`src/rtl/rc4_pkg.sv`:
```
// -----------------------------------------------------------------------------
// rc4_pkg
// Shared types and constants for the RC4 pipeline sequencer.
//   seq_state_t : sequencer FSM states
//   owner_t     : which requester currently drives the S-memory port
//   S_ADDR_W / S_DATA_W / S_DEPTH : S-memory geometry (256 x 8)
// -----------------------------------------------------------------------------
package rc4_pkg;

   localparam int S_ADDR_W = 8;
   localparam int S_DATA_W = 8;
   localparam int S_DEPTH  = 256;

   typedef enum logic [2:0] {
      IDLE      = 3'd0,
      INIT_GO   = 3'd1,
      INIT_WAIT = 3'd2,
      SHUF_GO   = 3'd3,
      SHUF_WAIT = 3'd4,
      DEC_GO    = 3'd5,
      DEC_WAIT  = 3'd6,
      DONE      = 3'd7
   } seq_state_t;

   typedef enum logic [2:0] {
      OWN_NONE = 3'd0,
      OWN_INIT = 3'd1,
      OWN_SHUF = 3'd2,
      OWN_DEC  = 3'd3,
      OWN_DBG  = 3'd4
   } owner_t;

   // IDLE and DONE are the two resting states: not busy, debug may be granted.
   function automatic logic is_resting(input seq_state_t s);
      return (s == IDLE) || (s == DONE);
   endfunction

endpackage

```
`src/rtl/rc4_mem_mux.sv`:
```
// -----------------------------------------------------------------------------
// rc4_mem_mux
// Combinational 4-way selector of the S-memory request. The current owner's
// address/data/write-enable are passed through; every other requester is
// ignored. With no owner the port is driven to all zeros. The debug reader
// only ever reads, so its data and write enable are forced to zero.
// Ports:
//   i_owner                         current memory owner
//   i_init_* / i_shuf_* / i_dec_*   stage memory requests (addr, data, wren)
//   i_dbg_addr                      debug read address
//   o_mem_addr/o_mem_data/o_mem_wren  request presented to the S-memory
// -----------------------------------------------------------------------------
module rc4_mem_mux
   import rc4_pkg::*;
#(
   parameter int ADDR_W = S_ADDR_W,
   parameter int DATA_W = S_DATA_W
) (
   input  owner_t            i_owner,
   input  logic [ADDR_W-1:0] i_init_addr,
   input  logic [DATA_W-1:0] i_init_data,
   input  logic              i_init_wren,
   input  logic [ADDR_W-1:0] i_shuf_addr,
   input  logic [DATA_W-1:0] i_shuf_data,
   input  logic              i_shuf_wren,
   input  logic [ADDR_W-1:0] i_dec_addr,
   input  logic [DATA_W-1:0] i_dec_data,
   input  logic              i_dec_wren,
   input  logic [ADDR_W-1:0] i_dbg_addr,
   output logic [ADDR_W-1:0] o_mem_addr,
   output logic [DATA_W-1:0] o_mem_data,
   output logic              o_mem_wren
);

   always_comb begin
      o_mem_addr = '0;
      o_mem_data = '0;
      o_mem_wren = 1'b0;
      case (i_owner)
         OWN_INIT: begin
            o_mem_addr = i_init_addr;
            o_mem_data = i_init_data;
            o_mem_wren = i_init_wren;
         end
         OWN_SHUF: begin
            o_mem_addr = i_shuf_addr;
            o_mem_data = i_shuf_data;
            o_mem_wren = i_shuf_wren;
         end
         OWN_DEC: begin
            o_mem_addr = i_dec_addr;
            o_mem_data = i_dec_data;
            o_mem_wren = i_dec_wren;
         end
         OWN_DBG: begin
            o_mem_addr = i_dbg_addr;
         end
         default: begin
            o_mem_addr = '0;
         end
      endcase
   end

endmodule

```
`src/rtl/rc4_mem_sequencer.sv`:
```
// -----------------------------------------------------------------------------
// rc4_mem_sequencer
// Runs the RC4 init -> shuffle -> decrypt stages one after another and owns
// the single-port S-memory, handing it to whichever stage is active. While
// the pipeline rests (IDLE/DONE) a debug reader may be granted read access.
// Ports:
//   clk, rst_n                      clock, async active-low reset
//   start, abort                    run request pulse / return-to-idle level
//   busy, done                      run status
//   init/shuf/dec_start             one-cycle stage start pulses
//   init/shuf/dec_complete          one-cycle stage completion pulses
//   init/shuf/dec_addr/data/wren    stage memory requests
//   mem_addr, mem_data, mem_wren    S-memory request
//   mem_q                           S-memory read data (1-cycle latency)
//   dbg_req, dbg_addr               debug read request
//   dbg_gnt, dbg_rvalid, dbg_rdata  debug grant and returned read data
// -----------------------------------------------------------------------------
module rc4_mem_sequencer
   import rc4_pkg::*;
#(
   parameter int ADDR_W = S_ADDR_W,
   parameter int DATA_W = S_DATA_W
) (
   input  logic              clk,
   input  logic              rst_n,
   input  logic              start,
   input  logic              abort,
   output logic              busy,
   output logic              done,
   output logic              init_start,
   output logic              shuf_start,
   output logic              dec_start,
   input  logic              init_complete,
   input  logic              shuf_complete,
   input  logic              dec_complete,
   input  logic [ADDR_W-1:0] init_addr,
   input  logic [DATA_W-1:0] init_data,
   input  logic              init_wren,
   input  logic [ADDR_W-1:0] shuf_addr,
   input  logic [DATA_W-1:0] shuf_data,
   input  logic              shuf_wren,
   input  logic [ADDR_W-1:0] dec_addr,
   input  logic [DATA_W-1:0] dec_data,
   input  logic              dec_wren,
   output logic [ADDR_W-1:0] mem_addr,
   output logic [DATA_W-1:0] mem_data,
   output logic              mem_wren,
   input  logic              dbg_req,
   input  logic [ADDR_W-1:0] dbg_addr,
   output logic              dbg_gnt,
   output logic              dbg_rvalid,
   output logic [DATA_W-1:0] dbg_rdata,
   input  logic [DATA_W-1:0] mem_q
);

   seq_state_t r_state;
   seq_state_t w_next_state;
   owner_t     r_owner;
   owner_t     w_owner_next;
   logic       r_dbg_gnt;
   logic       r_dbg_rvalid;
   logic       w_gnt_next;

   // A grant is only issued from a resting state, and a start in the same
   // cycle wins so the memory is never shared with the init stage.
   assign w_gnt_next = dbg_req && is_resting(r_state) && !start;

   always_ff @(posedge clk or negedge rst_n) begin
      if (!rst_n) begin
         r_state      <= IDLE;
         r_owner      <= OWN_NONE;
         r_dbg_gnt    <= 1'b0;
         r_dbg_rvalid <= 1'b0;
      end else begin
         r_state      <= w_next_state;
         r_owner      <= w_owner_next;
         r_dbg_gnt    <= w_gnt_next;
         r_dbg_rvalid <= r_dbg_gnt;
      end
   end

   // Next state and state-decoded outputs. Abort overrides everything,
   // including start and any completion pulse arriving in the same cycle.
   always_comb begin
      w_next_state = r_state;
      busy         = !is_resting(r_state);
      done         = (r_state == DONE);
      init_start   = (r_state == INIT_GO);
      shuf_start   = (r_state == SHUF_GO);
      dec_start    = (r_state == DEC_GO);
      if (abort) begin
         w_next_state = IDLE;
      end else begin
         case (r_state)
            IDLE, DONE: if (start)         w_next_state = INIT_GO;
            INIT_GO:                       w_next_state = INIT_WAIT;
            INIT_WAIT:  if (init_complete) w_next_state = SHUF_GO;
            SHUF_GO:                       w_next_state = SHUF_WAIT;
            SHUF_WAIT:  if (shuf_complete) w_next_state = DEC_GO;
            DEC_GO:                        w_next_state = DEC_WAIT;
            DEC_WAIT:   if (dec_complete)  w_next_state = DONE;
            default:                       w_next_state = IDLE;
         endcase
      end
   end

   // Owner is registered from the next state so the new owner's requests
   // reach the memory in the same cycle its start pulse is issued.
   always_comb begin
      w_owner_next = OWN_NONE;
      case (w_next_state)
         INIT_GO, INIT_WAIT: w_owner_next = OWN_INIT;
         SHUF_GO, SHUF_WAIT: w_owner_next = OWN_SHUF;
         DEC_GO, DEC_WAIT:   w_owner_next = OWN_DEC;
         default:            w_owner_next = w_gnt_next ? OWN_DBG : OWN_NONE;
      endcase
   end

   rc4_mem_mux #(
      .ADDR_W (ADDR_W),
      .DATA_W (DATA_W)
   ) u_mem_mux (
      .i_owner     (r_owner),
      .i_init_addr (init_addr),
      .i_init_data (init_data),
      .i_init_wren (init_wren),
      .i_shuf_addr (shuf_addr),
      .i_shuf_data (shuf_data),
      .i_shuf_wren (shuf_wren),
      .i_dec_addr  (dec_addr),
      .i_dec_data  (dec_data),
      .i_dec_wren  (dec_wren),
      .i_dbg_addr  (dbg_addr),
      .o_mem_addr  (mem_addr),
      .o_mem_data  (mem_data),
      .o_mem_wren  (mem_wren)
   );

   assign dbg_gnt    = r_dbg_gnt;
   assign dbg_rvalid = r_dbg_rvalid;
   // Memory read data lands one cycle after the granted address cycle.
   assign dbg_rdata  = r_dbg_rvalid ? mem_q : '0;

endmodule

```
`config.mk`:
```
export PLATFORM = sky130hd
export DESIGN_NAME = rc4_mem_sequencer
export DESIGN_NICKNAME = d
export VERILOG_FILES = /design/src/rtl/rc4_pkg.sv /design/src/rtl/rc4_mem_mux.sv /design/src/rtl/rc4_mem_sequencer.sv
export SDC_FILE = /design/constraint.sdc
export NUM_CORES = 1
export LEC_CHECK = 0
export CORE_MARGIN = 3
export CORE_UTILIZATION = 32
export CTS_CLUSTER_DIAMETER = 50
export CTS_CLUSTER_SIZE = 25
export DETAILED_ROUTE_END_ITERATION = 10
export GPL_TIMING_DRIVEN = 0
export PLACE_DENSITY = 0.94
export SKIP_CTS_REPAIR_TIMING = 1
export SLEW_MARGIN = 40
export SYNTH_ARGS = -nofsm -noshare
export SYNTH_HDL_FRONTEND = slang
export SYNTH_SLANG_ARGS = --single-unit
```
`constraint.sdc`:
```
create_clock -name clk -period 2.6 [get_ports clk]
set_input_delay 0.52 -clock clk [delete_from_list [all_inputs] [get_ports clk]]
set_output_delay 0.52 -clock clk [all_outputs]
set_load 0.1 [all_outputs]
```
==> flow_summary.json, run 1 <==
{
  "fp-row-count": 20,
  "floorplan.initialDensity": 0.3402,
  "power_density_nw_per_um2": 572.2,
  "cts_tree": "done",
  "grt_usage": 0.1922,
  "finClkSkew_ns": 0.003421,
  "dieArea_um2": 3995,
  "crit_required_ns": 2.08,
  "clkTransAtPathRegs_ns": 0.05,
  "place_area_um2": 2077,
  "die_h_um": 63.21,
  "drc": 0,
  "rr_startpoint": "r_state[0]",
  "cts_sinks": 8,
  "crit_fanout": 10,
  "synthToLayoutAreaGrowth_pct": 100.5,
  "ant_nets": 0,
  "post-route-period-util": 0.9538,
  "portBuffers": 106,
  "finalHoldViolations": 0,
  "stdcell_area_um2": 2100,
  "diodes": 0,
  "p_leak_nw": 0.9256,
  "yosys_warnings": 0,
  "synth_nets": 200,
  "place_congestion": 0.7330,
  "drv_cap": 0,
  "grt_max_degree": 11,
  "grt_pass1_vias": 1390,
  "reg2reg_slack_ns": 0.78,
  "hold_ws_ns": 0.3967,
  "crit_arrival_ns": 1.96,
  "synthCells": 121,
  "post_drt_wl_per_cell_um": 13.85,
  "synth_cell_types": 34,
  "timing.fmax_mhz": 403.3,
  "hold_path.class": "register to register",
  "synth_area_per_cell_um2": 8.655,
  "drive_above_1_share": 0.3391,
  "core_um2": 3078,
  "utilization": 0.6821,
  "tns_ns": 0,
  "drt_pre_antenna_iters": 5,
  "grt_pass1_wl_um": 6327,
  "finalMaxSlewViolations": 0,
  "wl_um": 3795,
  "worstSetupStartpointType": "register",
  "cts_max_level": 1,
  "cts-root-buf": "clkbuf_4",
  "synth_area_um2": 1047,
  "vias": 1372,
  "routed_via_density": 5.007,
  "hp-start": "dbg_gnt",
  "cts_buffers": 3,
  "worstSetupEndpointType": "output port",
  "grt-ovfl-total": 0,
  "rsz0062_at_grt": "false",
  "ys_seq_area_frac": 0.1912,
  "setup-violations-final": 0,
  "worstSetupPathType": "register to output port",
  "relSlewSlack": 0.6225,
  "io_pins": 107,
  "ir_drop_v": 0.0003011,
  "ys_ff_latch": 8,
  "dieWidth_um": 63.21,
  "nets": 311,
  "status": "complete, no violations",
  "initialDrtViolationCount": 44,
  "clock_latency_ns": 0.25,
  "clk_path_buf_depth": 2,
  "worst_slew_pin_slew_ns": 0.5662,
  "fin_crit_ns": 2.480,
  "dp_hpwl_um": 3176,
  "antenna_found_initial": 0,
  "crit_start": "r_owner[0]"
}
==> power breakdown <==
group / internal, W / switching [W] / total (W)
combinational: 0.000289 / 0.000672 / 0.000960
sequential: 0.000137 / 0.00000960 / 0.000147
clock: 0.0000528 / 0.0000413 / 0.0000941
total: 0.000479 / 0.000722 / 0.00120
==> cell usage in the layout (no fill, tap or decap), types with 2 or more instances in the layout <==
| cell | count |
|---|---|
| nand2b_1 | 2 |
| dfrtp_1 | 8 |
| nor3b_1 | 3 |
| clkbuf_8 | 2 |
| ha_1 | 4 |
| nor3_1 | 4 |
| nand2_1 | 3 |
| a22oi_2 | 2 |
| clkbuf_1 | 3 |
| inv_1 | 2 |
| mux2_4 | 2 |
| nor2_1 | 4 |
| a21oi_1 | 2 |
| clkdlybuf4s50_1 | 74 |
| mux2i_1 | 8 |
| buf_6 | 3 |
| nor2_2 | 10 |
| mux2_2 | 8 |
| a22oi_1 | 14 |
| buf_2 | 36 |
| clkbuf_4 | 3 |
| nor2b_1 | 3 |
| and2_1 | 8 |
| o22ai_2 | 7 |
==> Yosys cell counts, drive strengths merged <==
master / instances / area, um^2
nor3: 4 / 20.02
o22ai: 7 / 43.79
nand3b: 1 / 7.510
o41ai: 1 / 8.760
mux2: 10 / 120.1
o31ai: 1 / 12.51
clkbuf: 5 / 38.79
o22a: 1 / 8.760
a22oi: 16 / 130.1
o21ai: 2 / 10.01
nand2: 3 / 11.26
dfrtp: 8 / 200.2
or3: 1 / 6.260
and3: 1 / 7.510
nor4b: 1 / 8.760
o2bb2ai: 1 / 8.760
and2: 8 / 50.05
and4: 1 / 11.26
nor3b: 4 / 30.03
and3b: 2 / 18.77
nor2b: 3 / 18.77
nor2: 14 / 52.55
o2111ai: 1 / 8.760
buf: 7 / 53.80
inv: 2 / 7.510
a21oi: 2 / 10.01
mux2i: 8 / 80.08
ha: 4 / 50.05
nand2b: 2 / 12.51
==> worst paths after layout <==
kind | endpoint | cells after the start
worst max register to register | r_owner[2] | 8
min in group asynchronous | r_state[0] | 1
worst min register to register | dbg_rvalid | 0
max in group asynchronous | r_state[1] | 1
worst max-delay path | mem_addr[2] | 6
worst min-delay path | dbg_rvalid | 0
==> state kept, by name (all words and copies together), names as in the netlist <==
register,flops
dbg_gnt,1
dbg_rvalid,1
r_owner,3
r_state,3
==> worst max-delay path: stages, from the launching register on <==
cell and delay, ns:
dfrtp_1 0.39, buf_6 0.15, nor2b_1 0.12, clkbuf_1 0.30, a22oi_1 0.16, o22ai_2 0.14
buf_2 0.44
==> per-layer routing <==
metal / wire [um] / GRT usage / part of all wire / up-vias
li1: - / - / - / 667
met1: 1323 / 0.2107 / 0.35 / 627
met2: 1967 / 0.3426 / 0.52 / 70
met3: 402 / 0.07843 / 0.11 / 8
met4: 102 / 0.04852 / 0.027 / 0
met5: 0 / 0 / 0 / -
==> cells by family after synthesis <==
family / Yosys count / synth area share
and+or+nand+nor: 45 / 0.2437
AOI/OAI and AO/OA: 32 / 0.2306
muxes: 18 / 0.1912
buffers and inverters: 14 / 0.09558
DFF: 8 / 0.1912
adders and majority gates: 4 / 0.04779
==> area by class of cell <==
cell class / count / area (um^2)
sequential: 8 / 200.2
inverter: 2 / 7.507
clock buffer: 3 / 22.52
buffer: 12 / 92.59
timing repair buffer: 106 / 900.9
fill: 270 / 978.4
tap: 44 / 55.05
multi-input combinational: 99 / 820.8
==> through the flow <==
step / power, W / worst slack (ns) / std cells
global route: 0.001265 / 0.01023 / 274
global placement: 0.001161 / -0.3969 / 271
floorplan: 0.0008910 / -0.2196 / 121
detailed placement: 0.001111 / 0.3209 / 271
finish: 0.001201 / 0.1202 / 274
CTS: 0.001206 / 0.1190 / 274
(Power assumes the default switching activity.)
==> inputs of run 2 (changes only) <==
- CORE_MARGIN: 3 -> not set
==> run 2 against run 1 <==
Net effect:
- non-clock buffer count unchanged
- sequential power about the same
- first-iteration DRC count down 30%
- power down 0.12%
- via count down 1.4%
- maximum frequency up 0.97%
- core utilization unchanged
- combinational power down 0.5%
- critical endpoint is now mem_addr[5]
- highest routed layer unchanged
==> flow_summary.json, run 2 (synthesis gave the netlist of run 1 again) <==
{
  "status": "complete, no violations",
  "use_met3": 0.05022,
  "rsz0062_at_grt": "false",
  "drc": 0,
  "initialDrtViolationCount": 31,
  "fin_cells": 274,
  "crit_fanout": 10,
  "reg2reg_depth": 8,
  "met1_usage": 0.2110,
  "relSlewSlack": 0.6418,
  "die_h_um": 59.21,
  "cts_sinks": 8,
  "post_drt_wl_per_cell_um": 12.83,
  "post-route-period-util": 0.9446,
  "grt_pass1_wl_um": 5313,
  "worstSetupEndpointType": "output port",
  "mostFrequentLayoutCells": "74 x clkdlybuf4s50_1, 36 x buf_2, 14 x a22oi_1",
  "fillCellCount": 283,
  "drive_above_1_share": 0.3391,
  "tns_ns": 0,
  "multi_input_area_um2": 820.8,
  "crit_arrival_ns": 1.94,
  "grt-ovfl-total": 0,
  "regArea_um2": 200.2,
  "power_density_nw_per_um2": 571.5,
  "final_common_cell": "clkdlybuf4s50_1",
  "clock_latency_ns": 0.26,
  "finalMaxSlewViolations": 0,
  "hold-path-cell-count": 0,
  "crit_required_ns": 2.08,
  "wl_um": 3515,
  "worstSetupPathType": "register to output port",
  "fin_crit_ns": 2.456,
  "fp-row-count": 20,
  "dieArea_um2": 3505,
  "place_congestion": 0.7645,
  "clk_path_buf_depth": 2,
  "finClkSkew_ns": 0.001474,
  "ant_nets": 0,
  "dieWidth_um": 59.21,
  "drt_pre_antenna_iters": 3,
  "hold_path.class": "register to register",
  "fin_ws_ns": 0.1441,
  "p_leak_nw": 0.9256,
  "portBuffers": 106,
  "floorplan.initialDensity": 0.3402,
  "power_w": 0.001200,
  "setup-violations-final": 0,
  "routed_via_density": 4.938,
  "io_pins": 107,
  "grt-busiest-layer": "met2",
  "drv_cap": 0,
  "synthToLayoutAreaGrowth_pct": 100.5,
  "reg_top3": "r_owner x3, r_state x3",
  "grt_max_degree": 11,
  "dp_cells": 271,
  "ir_drop_v": 0.0003567,
  "diodes": 0,
  "use_met2": 0.3756,
  "cts_buffers": 3,
  "timing.fmax_mhz": 407.2,
  "cts-root-buf": "clkbuf_4",
  "antenna_found_initial": 0,
  "place_ws_ns": 0.3172,
  "grt_pass1_vias": 1243,
  "finalHoldViolations": 0,
  "clkTransAtPathRegs_ns": 0.05,
  "nets": 311,
  "grt_usage": 0.1998,
  "cts_max_level": 1,
  "cts_tree": "done",
  "worstSetupStartpointType": "register",
  "core_um2": 3078,
  "vias": 1353,
  "dp_hpwl_um": 2977,
  "worst_slew_pin_slew_ns": 0.5372
}
[run 2: cell counts in the layout (fill, tap and decap cells not counted)]
No cell type changed its count.
[run 2: final cells by class]
type | instances | share of cell area
clock buffers | 3 | 0.01073
inverters | 2 | 0.003576
repair buffers | 106 | 0.4291
flip-flops and latches | 8 | 0.09535
well taps | 44 | 0.02622
plain buffers | 12 | 0.04410
multi-input cells | 99 | 0.3909
[run 2: where the power goes]
| group | leakage (nW) | switching (W) | internal [W] | total, W |
|---|---|---|---|---|
| clock network | 0.0138 | 0.0000449 | 0.0000530 | 0.0000979 |
| registers | 0.107 | 0.00000911 | 0.000137 | 0.000147 |
| logic | 0.805 | 0.000667 | 0.000288 | 0.000955 |
[run 2: stage by stage]
step             util  instance area, um^2  hold WS [ns]
6_report       0.6821                 2100        0.3956
5_1_grt        0.6821                 2100        0.4078
4_1_cts        0.6821                 2100        0.4015
3_5_place_dp   0.6748                 2077        0.3896
3_3_place_gp   0.7268                 2237        0.3600
2_1_floorplan       -                 1121        0.2244
[run 2: final timing paths]
| path | start | to | slack [ns] |
|---|---|---|---|
| worst max-delay path | r_owner[0] | mem_addr[5] | 0.14 |
| worst min-delay path | dbg_gnt | dbg_rvalid | 0.40 |
| worst max register to register | r_state[2] | r_owner[2] | 0.83 |
| worst min register to register | dbg_gnt | dbg_rvalid | 0.40 |
| max in group asynchronous | rst_n | r_owner[1] | 1.82 |
| min in group asynchronous | rst_n | r_state[0] | 0.53 |
[run 2: layer usage]
layer	part of all wire	wire length, um
met1	0.37	1286
met2	0.54	1900
met3	0.078	274
met4	0.015	53
met5	0	0
[run 2: critical path, cell delays in order, from the launching register on]
cell      delay, ns
dfrtp_1        0.38
buf_6          0.15
nor2b_1        0.11
clkbuf_1       0.29
a22oi_1        0.17
o22ai_2        0.13
buf_2          0.44
